`src/rtl/uart_tx_arbiter.sv`:
```
// Round-robin arbiter sharing one UART transmitter among N_REQ byte requesters.
// A byte is taken over a valid/ready handshake, launched with a one-cycle start pulse,
// and the next grant is held off until the transmitter reports frame done plus an
// idle gap counted in baud ticks.
module uart_tx_arbiter #(
  parameter int unsigned D_W       = 8,
  parameter int unsigned N_REQ     = 4,
  parameter int unsigned GAP_TICKS = 16
) (
  input  logic                     clk_i,
  input  logic                     rst_i,
  input  logic                     baud_clk_i,
  input  logic [N_REQ-1:0]         req_valid_i,
  input  logic [N_REQ*D_W-1:0]     req_data_i,
  output logic [N_REQ-1:0]         req_ready_o,
  output logic                     tx_start_o,
  output logic [D_W-1:0]           tx_data_o,
  output logic [$clog2(N_REQ)-1:0] tx_src_o,
  input  logic                     tx_done_i,
  output logic                     busy_o
);

  localparam int unsigned SrcW    = $clog2(N_REQ);
  // Keep the counter at least one bit wide so GAP_TICKS=0 still elaborates.
  localparam int unsigned CntW    = (GAP_TICKS > 0) ? $clog2(GAP_TICKS + 1) : 1;
  localparam int unsigned GapLast = (GAP_TICKS > 0) ? GAP_TICKS - 1 : 0;

  typedef enum logic [1:0] {
    StIdle,
    StLaunch,
    StWaitDone,
    StGap
  } state_e;

  state_e          state_q, state_d;
  logic [D_W-1:0]  data_q, data_d;
  logic [SrcW-1:0] src_q, src_d;
  logic [SrcW-1:0] last_q, last_d;
  logic [CntW-1:0] cnt_q, cnt_d;

  logic            grant_vld;
  logic [SrcW-1:0] grant_idx;
  logic [SrcW-1:0] scan_idx;
  logic [D_W-1:0]  sel_data;

  // Pick the first valid requester after the last one served, wrapping around.
  always_comb begin
    grant_vld = 1'b0;
    grant_idx = '0;
    scan_idx  = '0;
    for (int unsigned k = 1; k <= N_REQ; k++) begin
      scan_idx = SrcW'((32'(last_q) + k) % N_REQ);
      if (!grant_vld && req_valid_i[scan_idx]) begin
        grant_vld = 1'b1;
        grant_idx = scan_idx;
      end
    end
  end

  // Byte of the winning requester and the combinational one-hot accept.
  always_comb begin
    sel_data    = D_W'(req_data_i >> (32'(grant_idx) * D_W));
    req_ready_o = (state_q == StIdle && grant_vld) ? (N_REQ'(1) << grant_idx) : '0;
  end

  // Next-state logic: grant, launch, wait for frame done, then idle gap.
  always_comb begin
    state_d = state_q;
    data_d  = data_q;
    src_d   = src_q;
    last_d  = last_q;
    cnt_d   = cnt_q;
    unique case (state_q)
      StIdle: begin
        if (grant_vld) begin
          data_d  = sel_data;
          src_d   = grant_idx;
          last_d  = grant_idx;
          state_d = StLaunch;
        end
      end
      StLaunch: begin
        state_d = StWaitDone;
      end
      StWaitDone: begin
        // A baud tick coinciding with tx_done is not part of the gap.
        if (tx_done_i) begin
          cnt_d   = '0;
          state_d = (GAP_TICKS == 0) ? StIdle : StGap;
        end
      end
      StGap: begin
        if (baud_clk_i) begin
          if (cnt_q == CntW'(GapLast)) begin
            state_d = StIdle;
          end
          cnt_d = cnt_q + CntW'(1);
        end
      end
      default: begin
        state_d = StIdle;
      end
    endcase
  end

  // State and frame registers; last grant resets to N_REQ-1 so requester 0 goes first.
  always_ff @(posedge clk_i) begin
    if (rst_i) begin
      state_q <= StIdle;
      data_q  <= '0;
      src_q   <= '0;
      last_q  <= SrcW'(N_REQ - 1);
      cnt_q   <= '0;
    end else begin
      state_q <= state_d;
      data_q  <= data_d;
      src_q   <= src_d;
      last_q  <= last_d;
      cnt_q   <= cnt_d;
    end
  end

  assign tx_start_o = (state_q == StLaunch);
  assign tx_data_o  = data_q;
  assign tx_src_o   = src_q;
  assign busy_o     = (state_q != StIdle);

endmodule

```
`config.mk`:
```
export PLATFORM = sky130hd
export DESIGN_NAME = uart_tx_arbiter
export DESIGN_NICKNAME = d
export VERILOG_FILES = /design/src/rtl/uart_tx_arbiter.sv
export SDC_FILE = /design/constraint.sdc
export NUM_CORES = 1
export LEC_CHECK = 0
export BUFFER_PORTS_ARGS = -buffer_cell sky130_fd_sc_hd__buf_2
export CAP_MARGIN = 10
export CORE_ASPECT_RATIO = 1.1
export CORE_UTILIZATION = 35
export DETAILED_ROUTE_END_ITERATION = 12
export GPL_TIMING_DRIVEN = 0
export PLACE_DENSITY = 0.66
export SYNTH_ARGS = -nofsm -noshare
export SYNTH_HDL_FRONTEND = slang
export SYNTH_SLANG_ARGS = --single-unit
```
`constraint.sdc`:
```
create_clock -name clk_i -period 2.4 [get_ports clk_i]
set_clock_uncertainty 0.15 [all_clocks]
set_input_delay 0.24 -clock clk_i [delete_from_list [all_inputs] [get_ports clk_i]]
set_output_delay 0.24 -clock clk_i [all_outputs]
set_load 0.05 [all_outputs]
```
======== Yosys cells after proc, flatten, opt, wreduce, memory -nomap -nowiden ========
Cells that the tools add are included.
storage, ports and cells
  bits of input ports ..................... 40
  register bits ........................... 19
cells by class
  reductions and logical operators ........ 13
  shifts and indexed selects .............. 2
  add/sub/neg operators ................... 5
  eq/ne operators ......................... 8
  multiplexer cells ....................... 25
  $lt $le $gt $ge ......................... 4
operators by type and width
  kind                                                                    number
  32-bit by 5-bit right shift with 8-bit output                           1
  2-bit two-way mux                                                       8
  2-bit by 3-bit < comparator with 1-bit output (second input constant)   4
  5-bit two-way mux                                                       2
  5-bit one-hot mux with 2 select lines                                   1
  1-bit binary-select mux with 2-bit select                               4
  1-bit two-way mux                                                       8
  2-bit != test (second input constant)                                   4
  2-bit one-hot mux with 4 select lines                                   1
  5-bit by 1-bit adder with 5-bit output (second input constant)          1
  5-bit by 4-bit equality test with 1-bit output (second input constant)  1
  2-bit by 1-bit adder with 2-bit output (second input constant)          2
  2-bit adder (second input constant)                                     2
  2-bit equality test (second input constant)                             2
  1-bit logical AND                                                       4
  4-bit two-way mux                                                       1
  4-bit AND reduction                                                     1
  2-bit nonzero test                                                      2
  1-bit by 2-bit << shifter with 4-bit output (first input constant)      1
  1-bit zero test                                                         3
  3-bit AND reduction                                                     1
  2-bit by 1-bit equality test with 1-bit output (second input constant)  1
  2-bit zero test                                                         1
  2-bit AND reduction                                                     1

======== Depth between registers and ports, before layout ========
Gate-level depths: netlist (run 1).
  word-level depth ........................ 15
  depth in mapped cells ................... 8

======== Worst setup path before layout (run 1) ========
No wires, ideal clock.
  path kind ............................... register -> output
  from .................................... reg state_q[0]
  to ...................................... out req_ready_o[3]
  required time ........................... 2.010 ns
  arrival ................................. 2.072 ns
  path slack .............................. -0.062 ns
  stages on the path, launching flop included .. 7
  cell sequence ........................... dfxtp_1 > inv_1 > ha_1 > inv_1 > nor2_1 > nand2_1 > nor2b_1
between the ends
  word-level cells in the longest chain between the ends .. 3
ends and longest elaborated chain
  element                 line  text
  from (decl)             35    state_e state_q, state_d;
  from (signal assigned)  109   state_q <= StIdle;
  from (signal assigned)  115   state_q <= state_d;
  2-bit zero test         63    req_ready_o = (state_q == StIdle && grant_vld) ? (N_REQ'(1) << grant_idx) : '0;
  1-bit logical AND       63
  4-bit two-way mux       63
  to (decl)               15    output logic [N_REQ-1:0] req_ready_o,
No other way between the ends.

======== Final worst setup path (run 1) ========
  from .................................... reg last_q[0]
  to ...................................... out req_ready_o[1]
between the ends
  word-level cells in the longest chain between the ends .. 15
  elaborated cells between the ends (all ways) .. 29
  those cells by class .................... add/sub (4); shift (1); mux (17); reduce/logical (7)
ends and longest elaborated chain
  element                                                                           line  text
  from (decl)                                                                       38    logic [SrcW-1:0] last_q, last_d;
  from (signal assigned)                                                            112   last_q <= SrcW'(N_REQ - 1);
  from (signal assigned)                                                            118   last_q <= last_d;
  2-bit by 1-bit adder with 2-bit output                                            52    scan_idx = SrcW'((32'(last_q) + k) % N_REQ);
  1-bit binary-select mux with 2-bit select                                         53    if (!grant_vld && req_valid_i[scan_idx]) begin
  1-bit two-way mux (not written as such)                                           53
  1-bit two-way mux                                                                 53
  1-bit zero test                                                                   53
  1-bit logical AND                                                                 53
  1-bit two-way mux                                                                 53
  1-bit zero test                                                                   53
  1-bit logical AND                                                                 53
  1-bit two-way mux                                                                 53
  1-bit zero test                                                                   53
  1-bit logical AND                                                                 53
  2-bit two-way mux or 1-bit two-way mux (tied branches)                            53
  1-bit by 2-bit << shifter with 4-bit output or 1-bit logical AND (tied branches)  63
  4-bit two-way mux (*)                                                             63
Mark *: on every way between the ends. The rest lies on a longest branch, timed or not. The select of a mux whose other input is x is not followed.

==> results of run 1 <==
what timing repair did:
item,4_1_cts,5_1_grt
pin swaps,0,0
endpoints found under the setup margin,3,4
gates resized for setup,2,5
hold buffers,1,0
hold endpoints to repair,2,0
buffers inserted,0,0
cloned,0,0
per-layer routing:
metal	GRT usage, %	vias up
met5	0	-
met4	2.616	0
met3	3.740	0
met2	29.86	42
met1	17.74	526
li1	-	621
stage by stage:
step / util [%] / setup WS [ns] / total power [mW] / std cells
floorplan: - / 0.04257 / 1.583 / 142
global route: 49.19 / 0.008406 / 2.200 / 250
finish: 49.19 / 0.1230 / 2.052 / 250
CTS: 48.79 / 0.02868 / 2.051 / 250
global placement: 47.54 / 0.08377 / 1.858 / 245
detailed placement: 47.54 / 0.1059 / 1.869 / 245
flip-flops by register name, indices dropped and copies added, names as in the netlist:
register / count
tx_src_o: 2
tx_data_o: 8
last_q: 2
state_q: 2
cnt_q: 5
final cells by class:
type / count / area [um2]
flip-flops and latches: 19 / 381.6
clock inverters: 1 / 5.005
repair buffers: 56 / 292.8
inverters: 4 / 15.01
fillers: 341 / 1734
clock buffers: 3 / 22.52
plain buffers: 6 / 57.56
multi-input cells: 113 / 844.6
well taps: 48 / 60.06
worst min-delay path, stage by stage:
cell,delay (ns)
buf_2,0.07
mux2_2,0.13
o211a_1,0.12
cells by family (layout without fill, tap and decap cells):
kind of cell / Yosys count / after routing / synth area share [%]
AO/OA/AOI/OAI: 26 / 26 / 16.00
multiplexers: 21 / 21 / 17.76
adder cells (fa/ha/maj): 7 / 7 / 6.829
buffers and inverters: 10 / 70 / 5.658
AND/OR/NAND/NOR: 57 / 57 / 22.73
XOR/XNOR: 2 / 2 / 1.366
flip-flops: 19 / 19 / 29.66
power by group through the flow:
stage	logic, mW	registers (mW)	clock network (mW)
final	1.40	0.487	0.168
after global routing	1.51	0.501	0.190
after CTS	1.39	0.487	0.175
after detailed placement	1.37	0.494	0
after global placement	1.37	0.492	0
after floorplan	0.850	0.733	0
worst min path at each step:
| stage | start | end |
|---|---|---|
| 6_report | req_data_i[24] | tx_data_o[0] |
| 3_3_place_gp | tx_done_i | cnt_q[3] |
| 5_1_grt | req_data_i[24] | tx_data_o[0] |
| 4_1_cts | req_data_i[24] | tx_data_o[0] |
| 3_5_place_dp | tx_done_i | cnt_q[3] |
| 2_1_floorplan | tx_done_i | cnt_q[2] |
cell usage in the layout (no fill, tap or decap), types with 5 or more instances in the layout:
cell type / count
a21oi_1: 6
mux2i_1: 13
nand3b_1: 5
nor3_1: 9
nand2_1: 5
ha_1: 7
mux2_2: 6
buf_2: 52
nor2_1: 19
dfxtp_1: 18
clkbuf_4: 6
==> impl_metrics.json, run 1 <==
{
  "die-area_um2": 3910,
  "instance_area_at_placement_um2": 1623,
  "critical_path_s_top_delay_family": "buffers and inverters",
  "reg2reg_to": "state_q[0]",
  "clockPowerShare_pct": 8.2,
  "fmax_ghz": 0.4392,
  "route.met2.wl_um": 1461,
  "layout.nets": 250,
  "core_area_um2": 3413,
  "average_detailed_routed_wire_length_per_instance_um": 12.04,
  "routed-via-count": 1189,
  "result_of_the_run": "finished, final reports clean",
  "m1WireLength_um": 1334,
  "finalCritPeriodShare_pct": 94.88,
  "mappedNetlistArea_um2": 1282,
  "setup.worst_path.end_class": "primary output",
  "timing.max_slew.rel_slack_pct": 45.44,
  "worstPathMaxFanout": 10,
  "ys_top_cells_by_count": "nor2_1, dfxtp_1, mux2i_1",
  "number_of_cts_inserted_buffers": 3,
  "synth_enable_flop_cells": 0,
  "yosysTopAreaCell": "dfxtp_1",
  "avgViaCountPerCell": 4.756,
  "timing.hold.ws_ns": 0.1255,
  "grt_pass1_wl_um": 4816,
  "clock_sinks": 19,
  "via_count_of_the_first_global_routing_pass": 1164,
  "synth.top_cell.area_share_pct": 29.66,
  "reg2reg_slack_ns": 0.47,
  "comb_power_share_pct": 68.1,
  "timing_max_transition_violations_final": 0,
  "insertedDiodeCount": 0,
  "cp_slowest_stage_delay_ns": 0.35,
  "post-dp-hpwl_um": 2337,
  "max_capacitance_violation_count": 0,
  "finalInstanceArea_um2": 1679,
  "synth.avg_cell_area_um2": 9.032,
  "yosys_most_used_dff": "dfxtp_1",
  "path_clk_slew_ns": 0.12,
  "hold_violations": 0,
  "grt_start_max_net_pins": 12,
  "die_w_um": 59.72,
  "synthTopCellsByArea": "dfxtp_1, mux2i_1, ha_1",
  "topRoutingLayerUsed": "met3",
  "placement_rows": 22,
  "grt_setup_unrepaired": "no",
  "clock_latency_ns": 0.30,
  "static-leakage-power_nw": 0.8024,
  "start_util_pct": 37.57,
  "worst-slew-pin-transition_ns": 0.8110,
  "tritoncts_clock_tree": "yes",
  "final_total_negative_setup_slack_ns": 0,
  "total_drc_errors_in_the_routed_layout": 0,
  "rr_startpoint": "cnt_q[0]",
  "sequential_power_share_pct": 23.7,
  "critPathKind": "register to primary output",
  "port-buffer-count": 55,
  "p_per_area_nw_per_um2": 1222,
  "cp-startpoint": "last_q[0]",
  "cts-root-buf": "clkbuf_4",
  "worst-endpoint-required_ns": 2.01,
  "synth_cell_types": 36,
  "ioPinCount": 56,
  "drt.antenna.violating_nets": 0,
  "timing.critical_path.arrival_ns": 1.89,
  "max-vdd-ir-drop_v": 0.0006161,
  "synth-async-reset-ratio_pct": 0,
  "post_synthesis_net_count": 189,
  "grt_antenna_before_repair": 0,
  "holdPathStages": 3,
  "post-route-min-period_ns": 2.277,
  "ys_ff_latch": 19,
  "internal_power_mw": 0.9759,
  "hold_path_class": "primary input to register",
  "switchingPower_mw": 1.076,
  "drive_above_1_share_pct": 41.58,
  "clock_path_buffers": 2,
  "critical-path-slowest-cell": "dfxtp_1",
  "routed_wirelength_um": 3009,
  "met3_length_um": 213,
  "area_growth_syn_to_layout_pct": 30.93,
  "critical_path.n_buffers_inverters": 3,
  "synth_most_common_cell": "nor2_1",
  "critical_path_cell_by_cell": "and2b_4 -> o221a_2 -> buf_8 -> buf_12 -> nand2b_1 -> nor2b_1 -> clkbuf_4",
  "grtUsageTotal_pct": 15.83,
  "setup-violations-final": 0,
  "dieHeight_um": 65.49,
  "drt-pass1-iter-count": 4,
  "globalplace.congestion": 0.7516,
  "clock_tree.htree_level_count": 1,
  "cp.depth": 7,
  "timing.critical_path.from_type": "register",
  "drt_iter0_markers": 36,
  "endpoint": "req_ready_o[1]",
  "reg2reg_depth": 7,
  "ys_seq_area_share_pct": 29.66,
  "postSynthCellCount": 142,
  "sw_share_pct": 52.45,
  "synth_warnings": 0,
  "grt-ovfl-total": 0
}
Note: power is estimated with default switching activity, not from simulation.
==> run 2, diff against run 1 <==
CORE_UTILIZATION = 43   (was 35)
PLACE_DENSITY = 0.78   (was 0.66)
==> impl_metrics.json, run 2 (same netlist as run 1, synthesis figures left out) <==
{
  "mostFrequentLayoutCell": "buf_2",
  "via_count_of_the_first_global_routing_pass": 1033,
  "avgViaCountPerCell": 5.132,
  "detailedPlace.worstSlack_ns": 0.09896,
  "timing_max_transition_violations_final": 0,
  "result_of_the_run": "finished, final reports clean",
  "drt-pass1-iter-count": 4,
  "ioPinCount": 56,
  "post-dp-hpwl_um": 2137,
  "cts.repair_timing.setup_buffer_count": 0,
  "clock_sinks": 19,
  "fmax_ghz": 0.4400,
  "static-leakage-power_nw": 0.7997,
  "post-route-min-period_ns": 2.272,
  "cts-root-buf": "clkbuf_4",
  "critical_path.n_buffers_inverters": 3,
  "timing.max_slew.rel_slack_pct": 44.03,
  "grt_antenna_before_repair": 0,
  "clock_path_buffers": 2,
  "worst-endpoint-required_ns": 2.01,
  "routed_wirelength_um": 2726,
  "die_w_um": 54.07,
  "cp.depth": 7,
  "die-area_um2": 3205,
  "drt.antenna.violating_nets": 0,
  "p_per_area_nw_per_um2": 1228,
  "tritoncts_clock_tree": "yes",
  "critPathKind": "register to primary output",
  "fin_ws_ns": 0.1275,
  "routed-via-count": 1206,
  "port-buffer-count": 55,
  "max-vdd-ir-drop_v": 0.0007760,
  "grt_pass1_wl_um": 4305,
  "placement_rows": 20,
  "holdPathStages": 3,
  "timing.critical_path.arrival_ns": 1.88,
  "insertedDiodeCount": 0,
  "grt-ovfl-total": 0,
  "largest_reg_flops": 8,
  "critical_path_s_top_delay_family": "buffers and inverters",
  "max_capacitance_violation_count": 0,
  "worstPathMaxFanout": 10,
  "clock_latency_ns": 0.28,
  "layout.nets": 250,
  "worst-slew-pin-transition_ns": 0.8318,
  "setup.worst_path.end_class": "primary output",
  "globalplace.congestion": 0.7829,
  "timing.critical_path.from_type": "register",
  "grt_start_max_net_pins": 11,
  "dieHeight_um": 59.28,
  "path_clk_slew_ns": 0.10,
  "report.power.total_mw": 2.037,
  "grtUsageTotal_pct": 17.84,
  "cp_slowest_stage_delay_ns": 0.36,
  "finalCritPeriodShare_pct": 94.69,
  "reg2reg_depth": 7,
  "clock_tree.htree_level_count": 1,
  "drive_above_1_share_pct": 41.09,
  "drt_iter0_markers": 21,
  "average_detailed_routed_wire_length_per_instance_um": 11.60,
  "hold_violations": 0,
  "area_growth_syn_to_layout_pct": 29.37,
  "core_area_um2": 2803,
  "hold_path_class": "primary input to register",
  "critical-path-slowest-cell": "dfxtp_1",
  "number_of_cts_inserted_buffers": 3,
  "final_total_negative_setup_slack_ns": 0,
  "grt_setup_unrepaired": "no",
  "total_drc_errors_in_the_routed_layout": 0,
  "critical_path_cell_by_cell": "and2b_4 -> o221a_2 -> buf_8 -> buf_12 -> nand2b_1 -> nor2b_1 -> clkbuf_4",
  "commonest_cells_after_routing_fill_and_taps_aside": "buf_2, nor2_1, dfxtp_1",
  "start_util_pct": 45.76,
  "setup-violations-final": 0
}
[run 2: cell count changes in the layout (fill, tap and decap cells not counted)]
cell / before / now
clkinv_2: 1 / 0
clkbuf_1: 2 / 3
[run 2: area by class of cell]
class | instances | area, um2
Tap cell | 33 | 41.29
Buffer | 6 | 57.56
Clock buffer | 4 | 26.28
Fill cell | 277 | 1144
Inverter | 4 | 15.01
Timing Repair Buffer | 56 | 292.8
Multi-Input combinational cell | 113 | 844.6
Sequential cell | 19 | 381.6
[run 2: worst reg2reg max path, stage by stage, from the launching register on]
cell	delay [ns]
dfxtp_1	0.40
ha_1	0.18
and3_1	0.17
ha_1	0.15
nand2_1	0.05
a221oi_1	0.44
nor2_1	0.08
a211oi_1	0.22
[run 2: metrics by stage]
| step | instances | instance area, um2 | util (%) | hold slack [ns] |
|---|---|---|---|---|
| floorplan | 142 | 1287 | - | 0.1875 |
| global placement | 230 | 1604 | 57.23 | 0.2908 |
| detailed placement | 230 | 1604 | 57.23 | 0.2965 |
| CTS | 235 | 1645 | 58.71 | 0.1466 |
| global route | 235 | 1659 | 59.20 | 0.1458 |
| finish | 235 | 1659 | 59.20 | 0.1493 |
[run 2: repair_timing]
item / in CTS / in global routing
endpoints found under the hold margin: 2 / 0
setup endpoints to repair: 3 / 4
hold buffers: 1 / 0
gates cloned: 0 / 0
resized for setup: 2 / 5
[run 2: where the power goes]
part	total (mW)	switching, mW	internal (mW)
sequential	0.487	0.0643	0.423
combinational	1.39	0.901	0.492
clock	0.158	0.0931	0.0645
total	2.04	1.06	0.979
[run 2: worst paths after layout]
kind                   from              to  slack [ns]
max               last_q[0]  req_ready_o[1]        0.13
min          req_data_i[17]    tx_data_o[1]        0.15
max reg2reg        cnt_q[0]      state_q[0]        0.49
min reg2reg     tx_src_o[1]     tx_src_o[1]        0.32
[run 2: metal layers]
metal  global-route usage (%)  part of all wire (%)  up-vias
met5                        0                     0        -
met4                    2.198                     0        0
met3                    2.564                   6.5        0
met2                    31.92                    49       36
met1                    22.91                    44      548
li1                         -                     -      622
==> run 3, diff against run 2 <==
ABC_AREA = 1   (was unset)
PLACE_DENSITY = 0.74   (was 0.78)
==> impl_metrics.json, run 3 <==
{
  "port-buffer-count": 55,
  "worst-endpoint-required_ns": 2.01,
  "setup-violations-final": 0,
  "layout.nets": 397,
  "synth_warnings": 0,
  "clock_latency_ns": 0.26,
  "hold_bufs_at_cts": 0,
  "start_util_pct": 45.55,
  "clock_path_buffers": 2,
  "grt-ovfl-total": 0,
  "drt-pass1-iter-count": 4,
  "worstPathMaxFanout": 8,
  "ys_seq_area_share_pct": 22.67,
  "total_drc_errors_in_the_routed_layout": 0,
  "synth-async-reset-ratio_pct": 0,
  "grt_antenna_before_repair": 0,
  "avgViaCountPerCell": 4.632,
  "mostFrequentLayoutCell": "inv_1",
  "insertedDiodeCount": 0,
  "drive_above_1_share_pct": 42.98,
  "postSynthCellCount": 268,
  "die-area_um2": 4156,
  "grt_setup_unrepaired": "yes",
  "post_synthesis_net_count": 315,
  "clock_sinks": 19,
  "core_area_um2": 3684,
  "fmax_ghz": 0.4294,
  "setup.worst_path.end_class": "primary output",
  "finalCritPeriodShare_pct": 97.04,
  "worst-slew-pin-transition_ns": 0.5713,
  "number_of_cts_inserted_buffers": 3,
  "yosysTopAreaCell": "dfxtp_1",
  "timing_max_transition_violations_final": 0,
  "dieHeight_um": 67.52,
  "max_capacitance_violation_count": 0,
  "drt_iter0_markers": 75,
  "post-route-min-period_ns": 2.329,
  "ys_top_cells_by_count": "inv_1, nand2_1, nand3_1",
  "via_count_of_the_first_global_routing_pass": 1639,
  "globalplace.congestion": 0.8643,
  "tritoncts_clock_tree": "yes",
  "path_clk_slew_ns": 0.07,
  "largest_reg_flops": 8,
  "drt.antenna.violating_nets": 0,
  "yosys_most_used_dff": "dfxtp_1",
  "timing.critical_path.from_type": "register",
  "num-fill-cells": 353,
  "result_of_the_run": "finished, final reports clean",
  "ioPinCount": 56,
  "grt_start_max_net_pins": 19,
  "hold_violations": 0,
  "ys_ff_latch": 19,
  "grtUsageTotal_pct": 21.09,
  "routed-via-count": 1848,
  "area_growth_syn_to_layout_pct": 41.83,
  "timing.critical_path.arrival_ns": 1.94,
  "post-dp-hpwl_um": 3066,
  "share_of_the_core_filled_with_cells_in_the_final_layout_pct": 64.61,
  "synthTopCellsByArea": "dfxtp_1, inv_1, nand2_1",
  "synth_cell_types": 30,
  "synth_enable_flop_cells": 0,
  "routed_wirelength_um": 4313,
  "average_detailed_routed_wire_length_per_instance_um": 10.81,
  "die_w_um": 61.56,
  "mappedNetlistArea_um2": 1678,
  "timing.max_slew.rel_slack_pct": 61.51,
  "synth_most_common_cell": "inv_1",
  "cts-root-buf": "clkbuf_8",
  "synth.avg_cell_area_um2": 6.261,
  "clock_tree.htree_level_count": 1,
  "commonest_cells_after_routing_fill_and_taps_aside": "inv_1, buf_2, nand2_1",
  "synth.top_cell.area_share_pct": 22.67,
  "hold_path_class": "primary input to register",
  "critPathKind": "register to primary output",
  "grt_pass1_wl_um": 6637,
  "placement_rows": 23
}
## run 3: worst paths after layout
path                   from              to  slack (ns)  depth (start not counted)
setup reg to reg  last_q[0]    tx_data_o[2]        0.17                         16
hold reg to reg    cnt_q[4]        cnt_q[4]        0.32                          2
setup / recovery  last_q[0]  req_ready_o[3]        0.07                         13
hold / removal        rst_i    tx_data_o[3]        0.15                          4
## run 3: critical path: stages, from the launching register on
cell and delay (ns):
dfxtp_2 0.32, buf_6 0.13, inv_8 0.07, nand2_2 0.06, nand2_2 0.08, nand2_1 0.10
o21a_1 0.16, nand3_4 0.12, nand2_4 0.07, inv_4 0.07, buf_8 0.11, nand2_2 0.07
nor2_2 0.14, buf_6 0.17
## run 3: cell families after synthesis
group	count (synthesis)	synth area share, %
AO/OA/AOI/OAI	15	5.294
adder cells (fa/ha/maj)	7	5.220
buffers and inverters	70	18.64
flip-flops	19	22.67
AND/OR/NAND/NOR	157	48.17
## run 3: per-layer routing
| metal | vias up | track usage (%) | share of wire, % |
|---|---|---|---|
| li1 | 981 | - | - |
| met1 | 803 | 23.84 | 40 |
| met2 | 60 | 39.52 | 54 |
| met3 | 4 | 3.640 | 5.1 |
| met4 | 0 | 5.833 | 0.90 |
| met5 | - | 0 | 0 |
## run 3: cell type report
| class | instances | area (um2) | share of cell area, % |
|---|---|---|---|
| clock inverters | 1 | 5.005 | 0.2103 |
| plain buffers | 6 | 60.06 | 2.524 |
| multi-input cells | 179 | 1094 | 45.95 |
| well taps | 50 | 62.56 | 2.629 |
| flip-flops and latches | 19 | 385.4 | 16.19 |
| clock buffers | 3 | 41.29 | 1.735 |
| inverters | 62 | 250.2 | 10.52 |
| repair buffers | 79 | 481.7 | 20.24 |
## run 3: repair_timing
action | in CTS | in global routing
resized for setup | 25 | 30
setup endpoints to repair | 4 | 4
setup buffers | 6 | 18
pin swaps | 7 | 16
## run 3: through the flow
stage                     setup TNS (ns)  instances  setup WS [ns]  hold slack [ns]  area [um2]
after floorplan                  -0.1756        268       -0.06476           0.2381        1680
after global placement                 0        373        0.04839           0.3056        2018
after detailed placement               0        373        0.06196           0.3097        2018
after CTS                       -0.01923        382       -0.01448           0.1468        2165
after global routing            -0.09229        399       -0.03820           0.1583        2380
final                                  0        399        0.07095           0.1537        2380
Power of run 3 is left out: the tool's default activity adds up to more than one toggle a clock period on the data nets, which glitch-free logic cannot reach.
